File: src/rtl/q1_piso.sv
// ----------------------------------------------------------------------------
// q1_piso - parallel-in, serial-out shift register
//
// Loads a WIDTH-bit word from din on a load strobe. It then presents that word
// one bit per shift strobe on a single serial output. The upstream controller
// does all sequencing: this block has no handshake, no busy flag and no bit
// counter.
//
// Parameters
//   WIDTH     : width of din and of the shift register (must be >= 2)
//   MSB_FIRST : 1 = serialise MSB first, 0 = serialise LSB first
//   FILL_BIT  : value shifted into the vacated end on every shift
//
// Ports
//   clk   : system clock, all state changes on the rising edge
//   rst_n : asynchronous active-low reset, clears the register to zero
//   din   : parallel data word, sampled only when load = 1
//   load  : synchronous parallel-load strobe (has priority over shift)
//   shift : synchronous shift-enable strobe
//   out   : serial data output, taken combinationally from the output end
// ----------------------------------------------------------------------------
module q1_piso #(
    parameter int   WIDTH     = 4,
    parameter int   MSB_FIRST = 1,
    parameter logic FILL_BIT  = 1'b0
) (
    input  logic             clk,
    input  logic             rst_n,
    input  logic [WIDTH-1:0] din,
    input  logic             load,
    input  logic             shift,
    output logic             out
);

    logic [WIDTH-1:0] r_sr;
    logic [WIDTH-1:0] w_sr_shifted;

    // The shift direction and the output tap are fixed at elaboration time.
    // The bit presented on out is always the one that leaves first. The fill
    // bit enters at the opposite end, so over-shifting drains the register to
    // FILL_BIT and never recirculates data.
    generate
        if (MSB_FIRST != 0) begin : g_msb_first
            assign w_sr_shifted = {r_sr[WIDTH-2:0], FILL_BIT};
            assign out          = r_sr[WIDTH-1];
        end else begin : g_lsb_first
            assign w_sr_shifted = {FILL_BIT, r_sr[WIDTH-1:1]};
            assign out          = r_sr[0];
        end
    endgenerate

    // Load wins over shift. With neither strobe asserted the word holds, so
    // the serial stream can pause for any number of cycles.
    always_ff @(posedge clk or negedge rst_n) begin
        if (!rst_n) begin
            r_sr <= '0;
        end else if (load) begin
            r_sr <= din;
        end else if (shift) begin
            r_sr <= w_sr_shifted;
        end
    end

endmodule

File: config.mk
export PLATFORM = sky130hd
export DESIGN_NAME = q1_piso
export DESIGN_NICKNAME = d
export VERILOG_FILES = /design/src/rtl/q1_piso.sv
export SDC_FILE = /design/constraint.sdc
export NUM_CORES = 1
export LEC_CHECK = 0
export CORE_AREA = 2 2 39 41
export CTS_BUF_LIST = sky130_fd_sc_hd__clkbuf_4 sky130_fd_sc_hd__clkbuf_8
export DETAILED_ROUTE_END_ITERATION = 8
export DIE_AREA = 0 0 41 43
export GPL_ROUTABILITY_DRIVEN = 1
export HOLD_SLACK_MARGIN = 0.06
export PLACE_DENSITY_LB_ADDON = 0.15
export REMOVE_ABC_BUFFERS = 1
export SLEW_MARGIN = 20
export SYNTH_ARGS = -nofsm -noshare
export SYNTH_HDL_FRONTEND = slang
export SYNTH_SLANG_ARGS = --single-unit
File: constraint.sdc
create_clock -name clk -period 1 [get_ports clk]
set_clock_uncertainty 0.15 [all_clocks]
set_input_delay 0.2 -clock clk [delete_from_list [all_inputs] [get_ports clk]]
set_output_delay 0.2 -clock clk [all_outputs]
set_load 0.05 [all_outputs]
==> summary.txt, run 1 <==
Outcome
  – Status: finished with violations
  – Violated checks: negative setup slack

Floorplan
  – Starting Density: 0.122
  – Die area: 0.00176 mm^2
  – I/O pins: 9
  – Standard-cell rows: 14
  – Area of the core: 0.00138 mm^2
  – Die height: 43 um
  – Die width: 41 um

Timing
  – Unrepaired setup endpoints after global routing: true
  – Final setup fails: 1
  – Tmin final: 1.15 ns
  – Fin. Hold Viols: 0
  – Max Slew Vio Count: 0
  – Worst Max-Slew Pin Slew: 0.192 ns
  – Final period utilization: 1.15
  – Achievable Freq: 871 MHz
  – Slew HR: 0.872
  – Worst setup slack after layout: -0.149 ns

Critical path
  – Top delay family on crit path: flip-flops
  – CP Data Arrival Time: 0.80 ns
  – Critical Path RT: 0.65 ns
  – Crit-path cells: buf_12
  – Largest stage delay on the critical path: 0.40 ns
  – Worst Path Max Fanout: 2
  – CP Class: reg -> out
  – Slowest cell on crit path: dfrtp_1
  – Startpoint types: register
  – WP buf/inv: 1
  – Crit. End Element: primary output

Placed design
  – Gpl congestion: 0.672
  – HPWL after DPL: 332 um
  – Pre-CTS setup slack: -0.360 ns
  – # port buffers: 8

Cells and area
  – Util after Layout: 0.227
  – Nets: 38
  – Area growth, synth to finish: 85.9%
  – Antenna cells: 0
  – Max FFs per register: 4
  – Largest regs: r_sr: 4 flops
  – Layout cell share with drive strength beyond 1: 0.214
  – Top reg by flops: r_sr

Synth
  – Ys Warns: 0
  – Top-area cell type share of the netlist area: 0.593
  – Seq/Total Area, Yosys: 0.593
  – #FFs+latches synth: 4
  – Syn Area/Cell: 11.3 um^2
  – Netlist cell types: 6
  – Top cells by area, synth: dfrtp_1, mux2i_1, o21ai_1
  – Commonest cells in the netlist: dfrtp_1, mux2i_1, nand2_1, o21ai_1
  – Ys flop type: dfrtp_1
  – Async SR Flop Fraction: 1.00
  – Biggest area consumer among synthesized cells: dfrtp_1
  – Post-Synthesis Cell Area: 169 um^2
  – Top-count cell post-synth: dfrtp_1
  – Cells after synthesis: 15
  – Number of synthesized flops with an enable pin: 0

CTS
  – Sink Count: 4
  – Clk_lat worst skew: 0.23 ns
  – Bufs on Longest Clock Path: 2
  – CTS tree: yes
  – TritonCTS Buffers: 3
  – Clk root buf: clkbuf_4
  – Setup Buffers After CTS: 0
  – Clock-pin slew on the worst setup and hold paths: 0.04 ns
  – CTS HTree Levels: 1

Pwr
  – LEAKAGE: 0.000145 uW
  – Pwr dens: 1530 mW/mm^2
  – Clock share of power: 0.409
  – Reg power frac: 0.391
  – Int Pwr: 368 uW
  – Comb pwr share: 0.200
  – Peak VDD IR: 0.417 mV
  – NetSw: 113 uW
  – Sw Ratio: 0.235

Job
  – Max-Cap Viols: 0

Drt
  – Pre-antenna DRT Iters: 4
  – DRC: 0
  – Post-Route WL: 407 um
  – Via density: 3.43
  – Routed length per instance: 9.25 um
  – Final ANT Viol Nets: 0
  – Starting DRT DRC Count: 3
  – Vias: 151

GRT
  – Initial antenna violation count: 0
  – Pin count of the biggest net entering global routing: 5
  – Total GRT Usage: 0.0634
  – Global-route wire length before repair: 662 um
  – Vias in the first global route: 173
  – Grt ovf: 0

Worst hold path
  – Hold Crit Class: in -> async
==> power groups by stage <==
stage | registers [uW] | logic (uW) | clock network [uW]
after global routing | 190 | 105 | 216
after global placement | 190 | 98.8 | 0
final | 188 | 95.9 | 197
after detailed placement | 191 | 100 | 0
after floorplan | 201 | 21.7 | 0
after CTS | 188 | 97.9 | 211
==> routing by layer <==
metal | track usage | share of wire
met5 | 0 | 0
met3 | 0.0524 | 0.16
met2 | 0.0781 | 0.45
met1 | 0.0617 | 0.39
met4 | 0.0600 | 0
==> layout make-up <==
| class | instances | area [um^2] |
|---|---|---|
| well taps | 16 | 20.0 |
| repair buffers | 10 | 103 |
| clock buffers | 3 | 22.5 |
| flip-flops and latches | 4 | 100 |
| multi-input cells | 11 | 68.8 |
| fillers | 151 | 1070 |
==> worst paths after layout <==
check | start | end | slack, ns | cells past startpoint
setup / recovery | r_sr[3]$_DFFE_PN0P_ | out | -0.15 | 1
hold / removal | rst_n | r_sr[1]$_DFFE_PN0P_ | 0.02 | 1
setup reg to reg | r_sr[3]$_DFFE_PN0P_ | r_sr[3]$_DFFE_PN0P_ | 0.10 | 2
hold reg to reg | r_sr[0]$_DFFE_PN0P_ | r_sr[0]$_DFFE_PN0P_ | 0.35 | 1
max in group asynchronous | rst_n | r_sr[3]$_DFFE_PN0P_ | 0.51 | 1
min in group clk | load | r_sr[0]$_DFFE_PN0P_ | 0.29 | 2
==> repair_timing <==
item	4_1_cts	5_1_grt
gates resized for setup	2	0
pin swaps	0	0
endpoints found under the hold margin	4	4
setup endpoints to repair	5	1
==> cells in the final DEF (no fill, tap or decap) <==
cell,count
a22o_1,1
buf_12,1
buf_4,2
clkbuf_4,3
clkdlybuf4s50_1,5
dfrtp_1,4
dlygate4sd2_1,2
mux2i_1,3
nand2_1,3
nor2_1,1
o21ai_1,3
==> per-stage QoR <==
| stage | cells | total power, uW | hold slack, ns | instance area [um^2] | TNS [ns] |
|---|---|---|---|---|---|
| final | 44 | 481 | 0.0200 | 314 | -0.149 |
| after global routing | 44 | 512 | 0.0291 | 314 | -0.171 |
| after CTS | 44 | 497 | 0.0140 | 314 | -0.164 |
| after detailed placement | 41 | 291 | 0.266 | 294 | -1.36 |
| after global placement | 41 | 289 | 0.276 | 294 | -1.36 |
| after floorplan | 15 | 222 | -0.246 | 169 | -0.0710 |
==> logic make-up after synthesis <==
kind of cell	Yosys count	synth area share
AO/OA/AOI/OAI	4	0.141
AND/OR/NAND/NOR	4	0.0889
flip-flops	4	0.593
multiplexers	3	0.178
No activity file was read; power rests on OpenSTA's default activity.
==> inputs of run 2 (changes only) <==
Settings changed: CTS_CLUSTER_SIZE set to 25.
==> results of run 2 <==
No change in the layout: final DEF, timing and power equal those of run 1.
